### src/rtl/shooter_pixel_render.sv
// Shooting-game object state (ship, bullet, target, score), updated once per frame,
// plus a one-clock pixel pipeline that colours the scan from that state.
module shooter_pixel_render #(
    parameter int unsigned H_OFS       = 144,
    parameter int unsigned V_OFS       = 31,
    parameter int unsigned SHIP_Y      = 448,
    parameter int unsigned TARGET_Y    = 48,
    parameter int unsigned SHIP_STEP   = 4,
    parameter int unsigned BULLET_STEP = 8,
    parameter int unsigned TARGET_STEP = 2,
    parameter int unsigned HIT_FRAMES  = 30
) (
    input  logic       clk,
    input  logic       RESET,
    input  logic [9:0] hc,
    input  logic [9:0] vc,
    input  logic       video_in,
    input  logic       hsync_in,
    input  logic       vsync_in,
    input  logic       btn_left,
    input  logic       btn_right,
    input  logic       btn_fire,
    output logic [7:0] rgb,
    output logic       hsync_out,
    output logic       vsync_out,
    output logic [7:0] score
);
    localparam int unsigned CW              = 10;
    localparam int unsigned HW              = $clog2(HIT_FRAMES + 1);
    localparam int unsigned SCREEN_W        = 640;
    localparam int unsigned SHIP_W          = 32;
    localparam int unsigned SHIP_H          = 16;
    localparam int unsigned TARGET_W        = 32;
    localparam int unsigned TARGET_H        = 16;
    localparam int unsigned BULLET_W        = 4;
    localparam int unsigned BULLET_H        = 8;
    localparam int unsigned SHIP_X_MAX      = SCREEN_W - SHIP_W;
    localparam int unsigned TARGET_X_MAX    = SCREEN_W - TARGET_W;
    localparam int unsigned SHIP_X_RST      = (SCREEN_W - SHIP_W) / 2;
    localparam int unsigned BULLET_X_OFS    = (SHIP_W - BULLET_W) / 2;
    localparam int unsigned BULLET_Y_LAUNCH = SHIP_Y - BULLET_H;

    localparam logic [7:0] COL_BULLET     = 8'hFC;
    localparam logic [7:0] COL_TARGET     = 8'hE0;
    localparam logic [7:0] COL_TARGET_HIT = 8'hFF;
    localparam logic [7:0] COL_SHIP       = 8'h1C;
    localparam logic [7:0] COL_BG         = 8'h00;

    typedef enum logic {B_IDLE, B_FLY}  bullet_state_t;
    typedef enum logic {T_MOVE, T_HIT}  target_state_t;

    bullet_state_t bullet_state, bullet_state_n;
    target_state_t target_state, target_state_n;
    logic [CW-1:0] ship_x, ship_x_n;
    logic [CW-1:0] bullet_x, bullet_x_n;
    logic [CW-1:0] bullet_y, bullet_y_n;
    logic [CW-1:0] target_x, target_x_n;
    logic          target_left, target_left_n;
    logic [HW-1:0] hit_cnt, hit_cnt_n;
    logic [7:0]    score_n;
    logic [7:0]    pixel;
    logic [CW-1:0] px, py;
    logic          frame_tick;
    logic          bullet_hits;

    // Point-in-rectangle test over [rx,rx+w) x [ry,ry+h)
    function automatic logic in_rect(input logic [CW-1:0] x, y, rx, ry, w, h);
        return (x >= rx) && (x < rx + w) && (y >= ry) && (y < ry + h);
    endfunction

    assign frame_tick = (hc == '0) && (vc == '0);
    assign px         = hc - CW'(H_OFS);
    assign py         = vc - CW'(V_OFS);

    assign bullet_hits = (bullet_state == B_FLY) && (target_state == T_MOVE)
        && (bullet_x < target_x + CW'(TARGET_W)) && (target_x < bullet_x + CW'(BULLET_W))
        && (bullet_y < CW'(TARGET_Y + TARGET_H)) && (CW'(TARGET_Y) < bullet_y + CW'(BULLET_H));

    // Per-frame next-state for ship, bullet FSM, target FSM and score
    always_comb begin
        ship_x_n       = ship_x;
        bullet_state_n = bullet_state;
        bullet_x_n     = bullet_x;
        bullet_y_n     = bullet_y;
        target_state_n = target_state;
        target_x_n     = target_x;
        target_left_n  = target_left;
        hit_cnt_n      = hit_cnt;
        score_n        = score;
        if (frame_tick) begin
            if (btn_left && !btn_right) begin
                ship_x_n = (ship_x < CW'(SHIP_STEP)) ? '0 : ship_x - CW'(SHIP_STEP);
            end else if (btn_right && !btn_left) begin
                ship_x_n = (ship_x > CW'(SHIP_X_MAX - SHIP_STEP)) ? CW'(SHIP_X_MAX)
                                                                  : ship_x + CW'(SHIP_STEP);
            end

            case (bullet_state)
                B_FLY: begin
                    if (bullet_hits) begin
                        bullet_state_n = B_IDLE;
                        score_n        = (score != 8'hFF) ? score + 8'd1 : score;
                    end else if (bullet_y < CW'(BULLET_STEP)) begin
                        bullet_state_n = B_IDLE;
                    end else begin
                        bullet_y_n = bullet_y - CW'(BULLET_STEP);
                    end
                end
                B_IDLE: begin
                    if (btn_fire) begin
                        bullet_state_n = B_FLY;
                        bullet_x_n     = ship_x + CW'(BULLET_X_OFS);
                        bullet_y_n     = CW'(BULLET_Y_LAUNCH);
                    end
                end
            endcase

            if (bullet_hits) begin
                target_state_n = T_HIT;
                hit_cnt_n      = HW'(HIT_FRAMES);
            end else begin
                case (target_state)
                    T_MOVE: begin
                        if (!target_left) begin
                            if (target_x >= CW'(TARGET_X_MAX - TARGET_STEP)) begin
                                target_x_n    = CW'(TARGET_X_MAX);
                                target_left_n = 1'b1;
                            end else begin
                                target_x_n = target_x + CW'(TARGET_STEP);
                            end
                        end else begin
                            if (target_x <= CW'(TARGET_STEP)) begin
                                target_x_n    = '0;
                                target_left_n = 1'b0;
                            end else begin
                                target_x_n = target_x - CW'(TARGET_STEP);
                            end
                        end
                    end
                    T_HIT: begin
                        if (hit_cnt <= HW'(1)) begin
                            target_state_n = T_MOVE;
                            hit_cnt_n      = '0;
                            target_x_n     = '0;
                            target_left_n  = 1'b0;
                        end else begin
                            hit_cnt_n = hit_cnt - HW'(1);
                        end
                    end
                endcase
            end
        end
    end

    // Pixel colour from the current scan position and registered object state
    always_comb begin
        pixel = COL_BG;
        if (video_in) begin
            if ((bullet_state == B_FLY) &&
                in_rect(px, py, bullet_x, bullet_y, CW'(BULLET_W), CW'(BULLET_H))) begin
                pixel = COL_BULLET;
            end else if (in_rect(px, py, target_x, CW'(TARGET_Y), CW'(TARGET_W), CW'(TARGET_H))) begin
                pixel = (target_state == T_HIT) ? COL_TARGET_HIT : COL_TARGET;
            end else if (in_rect(px, py, ship_x, CW'(SHIP_Y), CW'(SHIP_W), CW'(SHIP_H))) begin
                pixel = COL_SHIP;
            end
        end
    end

    // State and output registers with synchronous active-low reset
    always_ff @(posedge clk) begin
        if (!RESET) begin
            rgb          <= '0;
            hsync_out    <= 1'b1;
            vsync_out    <= 1'b1;
            score        <= '0;
            ship_x       <= CW'(SHIP_X_RST);
            bullet_state <= B_IDLE;
            bullet_x     <= '0;
            bullet_y     <= '0;
            target_state <= T_MOVE;
            target_x     <= '0;
            target_left  <= 1'b0;
            hit_cnt      <= '0;
        end else begin
            rgb          <= pixel;
            hsync_out    <= hsync_in;
            vsync_out    <= vsync_in;
            score        <= score_n;
            ship_x       <= ship_x_n;
            bullet_state <= bullet_state_n;
            bullet_x     <= bullet_x_n;
            bullet_y     <= bullet_y_n;
            target_state <= target_state_n;
            target_x     <= target_x_n;
            target_left  <= target_left_n;
            hit_cnt      <= hit_cnt_n;
        end
    end

endmodule
### config.mk
export PLATFORM = sky130hd
export DESIGN_NAME = shooter_pixel_render
export DESIGN_NICKNAME = d
export VERILOG_FILES = /design/src/rtl/shooter_pixel_render.sv
export SDC_FILE = /design/constraint.sdc
export NUM_CORES = 1
export LEC_CHECK = 0
export ABC_AREA = 1
export CAP_MARGIN = 20
export CORE_MARGIN = 2
export CORE_UTILIZATION = 30
export CTS_BUF_LIST = sky130_fd_sc_hd__clkbuf_8 sky130_fd_sc_hd__clkbuf_16
export CTS_CLUSTER_DIAMETER = 200
export DETAILED_ROUTE_END_ITERATION = 8
export DONT_BUFFER_PORTS = 1
export PLACE_DENSITY_LB_ADDON = 0.05
export SYNTH_ARGS = -nofsm -noshare
export SYNTH_HDL_FRONTEND = slang
export SYNTH_SLANG_ARGS = --single-unit
export TNS_END_PERCENT = 1
### constraint.sdc
create_clock -name clk -period 5.2 [get_ports clk]
set_clock_uncertainty 0.2 [all_clocks]
set_input_delay 0.52 -clock clk [delete_from_list [all_inputs] [get_ports clk]]
set_output_delay 0.52 -clock clk [all_outputs]
set_load 0.01 [all_outputs]
# ---- After elaboration in Yosys (flattened, before gate mapping)
# Index checks and enable logic that the tools add are counted.
dict set report totals {
  regBits 66
  latchBits 0
  wordCells 123
  in_bits 28
  ramBits 0
  romBits 0
  mem_count 0
}
dict set report classes {
  bitwise 5
  eq_ne 5
  n_mux 32
  n_addsub 14
  magnitude_cmp 22
  reduce_logical 32
  div_mod_pow 0
  n_shift 0
  mul 0
}
# operator count
set ops {}
lappend ops {{$mux W10} 11}
lappend ops {{$lt A10 B10 Y1} 6}
lappend ops {{$ge A10 B10 Y1} 4}
lappend ops {{$pmux W10 S2} 2}
lappend ops {{$mux W5} 5}
lappend ops {{$add A10 B3 Y10 const B} 2}
lappend ops {{$add A10 B4 Y10 const B} 2}
lappend ops {{$add A10 B6 Y10 const B} 2}
lappend ops {{$logic_not A10 Y1} 2}
lappend ops {{$lt A10 B7 Y1 const B} 2}
lappend ops {{$logic_and A1 B1 Y1} 18}
lappend ops {{$mux W8} 2}
lappend ops {{$add A10 B2 Y10 const B} 1}
lappend ops {{$ge A10 B10 Y1 const B} 1}
lappend ops {{$ge A10 B6 Y1 const B} 1}
lappend ops {{$ge A10 B9 Y1 const B} 1}
lappend ops {{$gt A10 B10 Y1 const B} 1}
lappend ops {{$le A10 B2 Y1 const B} 1}
lappend ops {{$lt A10 B3 Y1 const B} 1}
lappend ops {{$lt A10 B4 Y1 const B} 1}
lappend ops {{$lt A10 B9 Y1 const B} 1}
lappend ops {{$lt A6 B10 Y1 const A} 1}
lappend ops {{$mux W1} 10}
lappend ops {{$sub A10 B2 Y10 const B} 1}
lappend ops {{18 further kinds} 31}

# ---- Logic depth before layout (Yosys ltp)
# Gate-level depths: netlist of the first run.
dict set report logic_depth {
  depth_word 8
  depth_mapped 22
  mapped_depth_nobuf 22
}

# ---- Worst setup path after synthesis of the first run
# No wires, ideal clock.
dict set report synth_path {
  kind {input-to-reg}
  start {input hc[4]}
  end {register rgb[4]}
  path_stages 17
  setup_slack_ns 2.525
  required_time_ns 4.936
  arrival_time_ns 2.411
  path_buffers 0
  setup_ns 0.064
  path_cell_list {inv_1 > ha_1 > nand2_1 > nand2_1 > xor2_1 > inv_1 > ha_1 > nand2_1 > nor2_1 > nand3_1 > o2111ai_1 > nand2_1 > inv_1 > nand2_1 > nor2_1 > nor2_1 > nor2_1}
}
dict set report synth_via {
  elab_chain_len 8
}
# element line
set synth_rtl {}
lappend synth_rtl {{start, declared} 15} ;# input logic [9:0] hc,
lappend synth_rtl {{$sub A10 B8 Y10 *} 72} ;# assign px = hc - CW'(H_OFS);
lappend synth_rtl {{$ge A10 B10 Y1 / $lt A10 B10 Y1 (equally long branches)} 68} ;# return (x >= rx) && (x < rx + w) && (y >= ry) && (y < ry + h);
lappend synth_rtl {{$logic_and A1 B1 Y1 (3 in a row)} 68}
lappend synth_rtl {{$mux W5} 164} ;# end else if (in_rect(px, py, ship_x, CW'(SHIP_Y), CW'(SHIP_W), CW'(SHIP_H))) begin
lappend synth_rtl {{$mux W8} 162} ;# end else if (in_rect(px, py, target_x, CW'(TARGET_Y), CW'(TARGET_W), CW'(TARGET_H))) begin
lappend synth_rtl {{$mux W8 *} 159} ;# if ((bullet_state == B_FLY) &&
lappend synth_rtl {{end signal, assigned} 186} ;# rgb <= pixel;
lappend synth_rtl {{end, declared} 23} ;# output logic [7:0] rgb,
# Mark *: on every way between the ends. The rest lies on a longest branch, timed or not.
# A chain may end at the register's enable or synchronous reset.

# ---- Final worst setup path of the first run
# Same ends and word-level chain as after synthesis.

==> results of run 1 <==
==> kinds of logic after synthesis <==
logic type                 Yosys count  synth area share [%]
AOI/OAI and AO/OA                  137                  13.0
xor gates and xnor gates            38                  5.48
adders and majority gates           92                  19.0
buffers and inverters              166                  11.1
DFF                                 54                  17.8
and+or+nand+nor                    465                  33.7
==> sequential cells by signal, indices dropped and copies added (netlist names) <==
| signal | count |
|---|---|
| target_left | 1 |
| bullet_x | 9 |
| score | 8 |
| vsync_out | 1 |
| bullet_state | 1 |
| hit_cnt | 5 |
| target_x | 9 |
| hsync_out | 1 |
| bullet_y | 7 |
| rgb | 3 |
| target_state | 1 |
| ship_x | 8 |
==> routing by layer <==
metal	vias up	routed length, um	GRT usage, %
met3	10	465	2.38
met4	0	195	3.69
li1	3055	-	-
met2	51	8490	29.4
met5	-	0	0
met1	2526	9080	23.3
==> layout by cell type (no fill, tap or decap), types with 2 or more instances in the layout <==
master	instances
a211oi_1	2
a21boi_0	2
a21oi_1	58
a31oi_1	5
clkbuf_16	5
clkinv_1	4
dfxtp_1	54
ha_1	92
inv_1	139
inv_2	3
inv_6	2
nand2_1	236
nand2_2	7
nand2_4	3
nand3_1	50
nand3_2	5
nand3b_1	5
nand4_1	21
nor2_1	100
nor2_2	10
nor2_4	2
nor3_1	18
nor4_1	3
o2111ai_1	2
o211ai_1	5
o21a_1	3
o21ai_0	40
o21ai_1	2
o21ai_2	4
o21bai_1	2
o22ai_1	6
or2_2	3
xnor2_1	4
xor2_1	34
==> per-stage QoR <==
stage	hold WS, ns	cells
after global placement	0.289	1203
after CTS	0.0989	1211
after global routing	0.0963	1211
after detailed placement	0.288	1203
final	0.107	1211
after floorplan	0.255	952
==> final cells by class <==
class                      count  area, um^2
tap                          270         338
clock inverter                 3        47.5
multi-input combinational    732        4320
fill                        2300       13600
sequential                    54        1080
clock buffer                   5         125
inverter                     147         553
==> worst register-to-register path: cells and delay by family, from the launching register on <==
family,cells,cell delay (ns)
compound gates,1,0.05
xor+xnor,1,0.20
buf+inv,2,0.19
simple gates,8,1.19
flops,1,0.57
fa+ha+maj,2,0.50
==> final timing paths <==
kind,start,endpoint,cells after the start,slack [ns]
max,hc[4],rgb[4],17,2.11
min,vsync_in,vsync_out,1,0.11
max reg2reg,target_x[5],target_x[7],14,2.21
min reg2reg,hit_cnt[4],hit_cnt[4],2,0.30
==> power by group through the flow <==
stage	logic, mW	registers, mW	clock network (mW)
3_5_place_dp	0.151	0.424	0
2_1_floorplan	0.117	0.424	0
5_1_grt	0.177	0.415	0.454
4_1_cts	0.152	0.415	0.438
6_report	0.149	0.415	0.426
3_3_place_gp	0.152	0.424	0
==> results.md, run 1 <==
* Worst-Skew Late Latency at around 0.31 ns
* Critical Path Most Common Cell: nand2_1
* EDFF count, synth at 0
* Sw frac at between 20 and 30%
* Min-delay worst type: in2reg
* Sum Neg Setup Slack at 0 ns
* Io pins at 46
* Final hold vios at 0
* Top post-synthesis cells by count: nand2_1, inv_1, nor2_1
* Worst EP required at 5.25 ns
* Crit-path leading delay family: simple AND/OR/NAND/NOR gates
* Crit end category: flip-flop
* CTS tree: built
* Minimum clock period at a little over 3 ns
* Combinational Power Share at approximately 15%
* Synthesized area per cell at ~6.4 um^2
* Fmax at around 0.32 GHz
* Slowest CP cell: xor2_1
* Drt drc at 0
* Synth top area share at 19.0%
* Async S/R FF share, synth at 0%
* Die height at approximately 150 um
* Ys Warns at 0
* Initial antenna violation count at 0
* DP Area at 0.00629 mm^2
* Sequential share of power at a little over two fifths
* Worst-path clk slew at 0.08 ns
* Buf/Inv on CP at 3
* Fin worst setup slack at ~2.1 ns
* CORE AREA at between 0.02 and 0.025 mm^2
* Vias per cell at 4.66
* Vias in the first global route at 5542
* IO Port Bufs at 0
* Mapped cell area at about 0.006 mm^2
* Worst path cell trace: inv_1 -> ha_1 -> nand2_1 -> nand2_1 -> xor2_1 -> inv_1 -> ha_1 -> nand2_1 -> nor2_1 -> nand3_1 -> o2111ai_1 -> nand2_1 -> inv_1 -> nand2_1 -> nor2_1 -> nor2_1 -> nor2_1
* Max Root-Sink Buffers at 2
* Worst-Margin Slew at roughly 0.7 ns
* Max Cap Viol at 0
* Die Width at approximately 150 um
* Top cell type by total area after synthesis: ha_1
* Post-cts resize count at 0
* Clock Power Share at a little over two fifths
* DRT iter0 DRCs at 192
* Congestion Overflow GR at 0
* Synth top area cells: ha_1, dfxtp_1, nand2_1
* Netlist cell types at 46
* Final GP Congestion at ~0.8
* Initial core utilization at 30.3%
* Arrival time worst endpoint at 3.15 ns
* PD cells at between 150 and 200 mW/mm^2
* Hold_buf cts at 0
* Mapped Cells at 952
* ANT cells at 0
* CP startpoint kind: primary input
* Syn Nets at 1072
* Buffer count from post-CTS setup fixing at 0
* RSZ-0062 raised after global routing: no
* Post-DP HPWL at between 10000 and 15000 um
* VDD IR max at approximately 0.12 mV
* First-pass GRT wire length at 29600 um
* Fin area at 0.00646 mm^2
* CP peak stage delay at ~0.34 ns
* Largest net degree at the start of global routing at 42
* Switching power at between 0.2 and 0.3 mW
* Setup WS pre-CTS at 1.75 ns
* DR vias at about 5600
* Post-Route WL at roughly 18000 um
* Total power at about 1 mW
* Post-synthesis sequential area ratio at 17.8%
* Period utilisation layout at slightly below 60%
* Routed Antenna Nets at 0
* GR Util All Layers at 17.3%
* Cell with the most instances after synthesis: nand2_1
* FF+latch count, synth at 54
* Num CTS Buffers at 5
* Die Area at 0.0214 mm^2
* Ys flop type: dfxtp_1
* Leak at roughly 3.0 nW
* Num rows at 52
* Clock tree sinks at 54
* WS Path Type: in2reg
* Share of post-route cells with drive strength above 1 at about 5.4%
* 1st-pass router iterations at 4
* Setup violators final at 0
* Status: finished clean
* Nets at between 1000 and 1500
* Area Overhead vs Synth at 6.41%
* CP Max Fanout at 8
* CTS root buf: clkbuf_16
* Max_slew headroom at between 50 and 60%
* Drt wl/cell at 15.0 um
* Max Slew Vio Count at 0
* Utilization after layout at about a third
* Depth of the CTS H-tree at 2
* Cell-internal power at ~0.7 mW
Note: power is estimated with default switching activity, not from simulation.
==> run 2, diff against run 1 <==
--- a/config.mk
+++ b/config.mk
@@ -5,7 +5,7 @@
 export SDC_FILE = /design/constraint.sdc
 export NUM_CORES = 1
 export LEC_CHECK = 0
-export ABC_AREA = 1
+export ABC_AREA = 0
 export CAP_MARGIN = 20
 export CORE_MARGIN = 2
 export CORE_UTILIZATION = 30
==> constraint.sdc (replaced) <==
create_clock -name clk -period 2.9 [get_ports clk]
set_clock_uncertainty 0.2 [all_clocks]
set_input_delay 0.29 -clock clk [delete_from_list [all_inputs] [get_ports clk]]
set_output_delay 0.29 -clock clk [all_outputs]
set_load 0.01 [all_outputs]
==> results.md, run 2 <==
* Ys flop type: dfxtp_1
* Netlist cell types at 68
* Congestion Overflow GR at 0
* Filler cells at around 1800
* Largest net degree at the start of global routing at 21
* Post-synthesis sequential area ratio at just under 20%
* Drt drc at 0
* Setup WS pre-CTS at -0.690 ns
* DRT iter0 DRCs at approximately 250
* Synth top area cells: ha_1, dfxtp_1, a21oi_1
* Regs by FF count: bullet_x: 9 flops, target_x: 9 flops
* CTS root buf: clkbuf_16
* Mapped cell area at approximately 0.0055 mm^2
* WS Path Type: reg2reg
* VDD IR max at around 0.22 mV
* Synthesized area per cell at just under 8 um^2
* Area Overhead vs Synth at 30.8%
* Max_slew headroom at a little over two fifths
* Minimum clock period at around 3.1 ns
* Depth of the CTS H-tree at 2
* Setup violators final at 33
* Final hold slack at 0.0185 ns
* RSZ-0062 raised after global routing: yes
* Synth top area share at 20.8%
* Max Slew Vio Count at 0
* CORE AREA at ~0.018 mm^2
* CP peak stage delay at between 0.4 and 0.5 ns
* Vias per cell at approximately 5.4
* Initial core utilization at between 30% and 40%
* Worst-Margin Slew at approximately 0.86 ns
* Num CTS Buffers at 5
* Post-DP HPWL at about 14000 um
* EDFF count, synth at 0
* Worst-Skew Late Latency at about 0.31 ns
* CP startpoint kind: flip-flop
* Die height at between 100 and 150 um
* Ys Warns at 0
* Drt wl/cell at ~17 um
* FF+latch count, synth at 54
* Arrival time worst endpoint at 3.12 ns
* CTS tree: built
* Worst-path clk slew at about 0.09 ns
* Crit end category: flip-flop
* Top post-synthesis cells by count: ha_1, inv_1, a21oi_1
* Status: finished with violations
* Min-delay worst type: in2reg
* Worst EP required at between 2 and 3 ns
* Footprint of the multi-input gates at ~0.0044 mm^2
* Fin worst setup slack at -0.161 ns
* Max Root-Sink Buffers at 2
* DR vias at approximately 5600
* Vias in the first global route at roughly 5700
* Initial antenna violation count at 0
* Die Width at roughly 140 um
* Post-Route WL at between 15000 and 20000 um
* Leak at 2.83 nW
* Slowest CP cell: a311o_2
* Async S/R FF share, synth at 0%
* PD cells at roughly 240 mW/mm^2
* Top cell type by total area after synthesis: ha_1
* Failing checks: negative setup slack
* CP Max Fanout at 7
* Reg area at between 0.001 and 0.0015 mm^2
* 1st-pass router iterations at 4
* Worst path cell trace: ha_2 -> xnor2_2 -> ha_1 -> a2111o_1 -> o221a_4 -> o21a_1 -> a311o_2 -> a31oi_4 -> a21boi_2
* Syn Nets at roughly 830
* Fin area at between 0.007 and 0.008 mm^2
* Utilization after layout at between 40% and 50%
* Num rows at 49
* Period utilisation layout at 106%
* IO Port Bufs at 0
* Fmax at about 0.33 GHz
* DP Area at about 0.0067 mm^2
* Nets at approximately 940
* ANT cells at 0
* Most common cell after layout, fill and taps aside: buf_4
* Die Area at 0.0195 mm^2
* Clock tree sinks at 54
* Final hold vios at 0
* Routed Antenna Nets at 0
* Mapped Cells at roughly 710
* Max Cap Viol at 0
* GR Util All Layers at between 10% and 20%
* Share of post-route cells with drive strength above 1 at 27.2%
* Final GP Congestion at 0.867
* Io pins at between 40 and 50
* Most frequent cells in the layout: buf_4, ha_1, inv_1
* Cell with the most instances after synthesis: ha_1
* First-pass GRT wire length at around 30000 um
==> run 2: cell types whose count changed in the layout (fill, tap and decap cells not counted), sizes merged, moves of 8 or more <==
cell / delta
nand2: -214
buf: +129
inv: -83
nor2: -59
xor2: -27
nand3: -26
xnor2: +23
nand2b: +15
o31ai: +10
or3: +9
a211oi: +8
o21a: +8
==> run 2: cell families (layout without fill, tap and decap cells) <==
family | after synthesis | count (layout) | synth area share [%]
adder cells (fa/ha/maj) | 92 | 92 | 20.8
XOR/XNOR | 34 | 34 | 5.39
buffers and inverters | 96 | 205 | 7.24
flip-flops | 54 | 54 | 19.6
AND/OR/NAND/NOR | 212 | 212 | 19.6
AO/OA/AOI/OAI | 213 | 214 | 26.5
multiplexers | 5 | 5 | 0.905
==> run 2: repair_timing <==
action                                  CTS  global route
setup buffers                             7             0
pin swaps                                28             4
cloned                                    1             0
hold endpoints to repair                 15             1
hold buffers                              4             1
resized for setup                        55            17
endpoints found under the setup margin   35            35
==> run 2: critical path, delay by kind of cell (launching register included) <==
kind | cells | cell delay (ns)
xor gates and xnor gates | 1 | 0.15
adders and majority gates | 2 | 0.50
AOI/OAI and AO/OA | 6 | 1.81
DFF | 1 | 0.34
==> run 2: where the power goes <==
group	switching (mW)	internal, mW
combinational	0.173	0.149
clock	0.349	0.332
sequential	0.00404	0.742
==> run 2: area by class of cell <==
| type | count | share of cell area [%] |
|---|---|---|
| multi-input cells | 557 | 60.4 |
| flip-flops and latches | 54 | 15.2 |
| repair buffers | 134 | 14.9 |
| well taps | 229 | 3.96 |
| inverters | 63 | 3.36 |
| clock buffers | 5 | 1.73 |
| clock inverters | 3 | 0.398 |
==> run 2: final timing paths <==
path | start | endpoint | slack (ns) | depth (start not counted)
worst min-delay path | RESET | bullet_y[5] | 0.02 | 3
worst max register to register | target_x[5] | target_state | -0.16 | 9
worst max-delay path | target_x[5] | target_state | -0.16 | 9
worst min register to register | bullet_x[1] | bullet_x[1] | 0.32 | 2
==> run 2: per-stage QoR <==
stage,power [mW],setup TNS (ns),cells
floorplan,0.958,-0.273,706
global placement,1.06,-10.62,1024
detailed placement,1.07,-14.17,1024
CTS,1.77,-2.41,1044
global route,1.85,-6.67,1045
finish,1.75,-2.52,1045
==> run 2: layer usage <==
metal	track usage [%]	vias up	wire, um
li1	-	2846	-
met1	24.8	2648	8660
met2	32.0	94	8570
met3	2.89	20	575
met4	5.37	0	391
met5	0	-	0
==> run 3, diff against run 2 <==
--- a/config.mk
+++ b/config.mk
@@ -14,7 +14,7 @@
 export DETAILED_ROUTE_END_ITERATION = 8
 export DONT_BUFFER_PORTS = 1
 export PLACE_DENSITY_LB_ADDON = 0.05
+export SKIP_CTS_REPAIR_TIMING = 1
 export SYNTH_ARGS = -nofsm -noshare
 export SYNTH_HDL_FRONTEND = slang
 export SYNTH_SLANG_ARGS = --single-unit
-export TNS_END_PERCENT = 1
==> results.md, run 3 (same netlist as run 2, synthesis figures left out) <==
* Status: finished with violations
* Failing checks: negative setup slack
* CP Max Fanout at 5
* Io pins at 46
* Register-to-register setup slack at -0.16 ns
* Depth of the CTS H-tree at 2
* Sum Neg Setup Slack at -3.56 ns
* Buf/Inv on CP at 2
* Cells after DPL at 1026
* Die height at around 140 um
* Final hold vios at 0
* Most common cell after layout, fill and taps aside: buf_4
* Most frequent cells in the layout: buf_4, ha_1, inv_1
* Max Root-Sink Buffers at 2
* GR Util All Layers at between 10% and 20%
* Die Area at 0.0195 mm^2
* DR vias at ~5700
* DP Area at roughly 0.0067 mm^2
* CORE AREA at ~0.018 mm^2
* Clock tree sinks at 54
* Final GP Congestion at about 0.90
* PD cells at 237 mW/mm^2
* Nets at between 900 and 1000
* Worst r2r src: bullet_x[2]
* Slowest CP cell: or4_4
* Routed Antenna Nets at 0
* Worst-path clk slew at approximately 0.08 ns
* CP startpoint kind: flip-flop
* Vias per cell at around 5.4
* ANT cells at 0
* Worst-Margin Slew at approximately 0.86 ns
* Regs by FF count: bullet_x: 9 flops, target_x: 9 flops
* VDD IR max at 0.216 mV
* Min-delay worst type: in2reg
* DRT iter0 DRCs at about 270
* Share of post-route cells with drive strength above 1 at roughly 29%
* Minimum clock period at roughly 3.1 ns
* Vias in the first global route at between 5000 and 6000
* Critical Path Most Common Cell: buf_6
* First-pass GRT wire length at roughly 29000 um
* Area Overhead vs Synth at 33.6%
* Worst-Skew Late Latency at around 0.32 ns
* Leak at about 2.9 nW
* Post-DP HPWL at between 10000 and 15000 um
* Worst path cell trace: nand2_4 -> or4_4 -> xnor2_4 -> ha_2 -> nor4_2 -> nand4_1 -> buf_6 -> nor4b_4 -> o31ai_4 -> buf_6 -> or3_4 -> a21oi_2
* Hold Path Cell Cnt at 2
* Final hold slack at approximately 0.000018 ns
* Hold Startpoint: RESET
* Initial core utilization at between 30% and 40%
* Drt wl/cell at ~17 um
* Crit-path leading delay family: simple AND/OR/NAND/NOR gates
* Congestion Overflow GR at 0
* Max_slew headroom at a little over two fifths
* IO Port Bufs at 0
* Drt drc at 0
* RSZ-0062 raised after global routing: yes
* Max Cap Viol at 0
* CTS root buf: clkbuf_16
* RR Endpoint: score[3]
* Fin area at about 0.0074 mm^2
* Arrival time worst endpoint at 3.12 ns
* Crit end category: flip-flop
* Setup violators final at 34
* WS Path Type: reg2reg
* Period utilisation layout at 106%
* CTS tree: built
* Worst EP required at just under 3 ns
* 1st-pass router iterations at 4
* Die Width at 140 um
* Hold path endpoint: rgb[6]
* Post-Route WL at between 15000 and 20000 um
* Worst R2R Path Depth at 12
* CP peak stage delay at between 0.5 and 0.6 ns
* Num CTS Buffers at 5
* Final Instance Count excl. Fillers at 1052
* Num rows at 49
* Fmax at 0.327 GHz
* Initial antenna violation count at 1
* Max Slew Vio Count at 0
* Fin worst setup slack at -0.162 ns
* Total power at around 1.8 mW
* Largest net degree at the start of global routing at 28
-- run 3: worst max path at each step --
| stage | start | to | slack, ns | cells past startpoint |
|---|---|---|---|---|
| 6_report | bullet_x[2] | score[3] | -0.16 | 12 |
| 5_1_grt | bullet_x[2] | score[5] | -0.31 | 12 |
| 4_1_cts | bullet_x[2] | bullet_y[3] | -0.69 | 11 |
| 3_5_place_dp | bullet_x[2] | bullet_y[3] | -0.67 | 11 |
| 3_3_place_gp | bullet_x[2] | rgb[4] | -0.51 | 13 |
| 2_1_floorplan | bullet_x[8] | score[7] | -0.04 | 12 |
-- run 3: power by group --
part	internal (mW)	switching (mW)
Sequential	0.742	0.00441
Clock	0.332	0.347
Combinational	0.154	0.174
-- run 3: worst register-to-register path: cells and delay by family (launching register included) --
family | cells | cell delay (ns)
AO/OA/AOI/OAI | 2 | 0.27
XOR/XNOR | 1 | 0.15
adder cells (fa/ha/maj) | 1 | 0.19
buffers and inverters | 2 | 0.32
flip-flops | 1 | 0.38
AND/OR/NAND/NOR | 6 | 1.50
-- run 3: final cells by class --
| class | instances | area (um^2) |
|---|---|---|
| clock buffer | 5 | 125 |
| sequential | 54 | 1100 |
| inverter | 63 | 243 |
| fill | 1869 | 10600 |
| timing repair buffer | 142 | 1140 |
| clock inverter | 3 | 28.8 |
| tap | 229 | 287 |
| multi-input combinational | 556 | 4460 |
-- run 3: through the flow --
stage / worst slack [ns] / util (%)
3_5_place_dp: -0.666 / 37.2
2_1_floorplan: -0.0370 / -
4_1_cts: -0.686 / 38.0
6_report: -0.162 / 41.0
5_1_grt: -0.306 / 41.0
3_3_place_gp: -0.510 / 37.2
-- run 3: layer usage --
layer	track usage, %	share of wire, %	up-vias
met1	24.9	47	2687
met3	2.86	3.7	21
li1	-	-	2863
met5	0	0	-
met2	29.5	47	118
met4	4.95	2.0	0
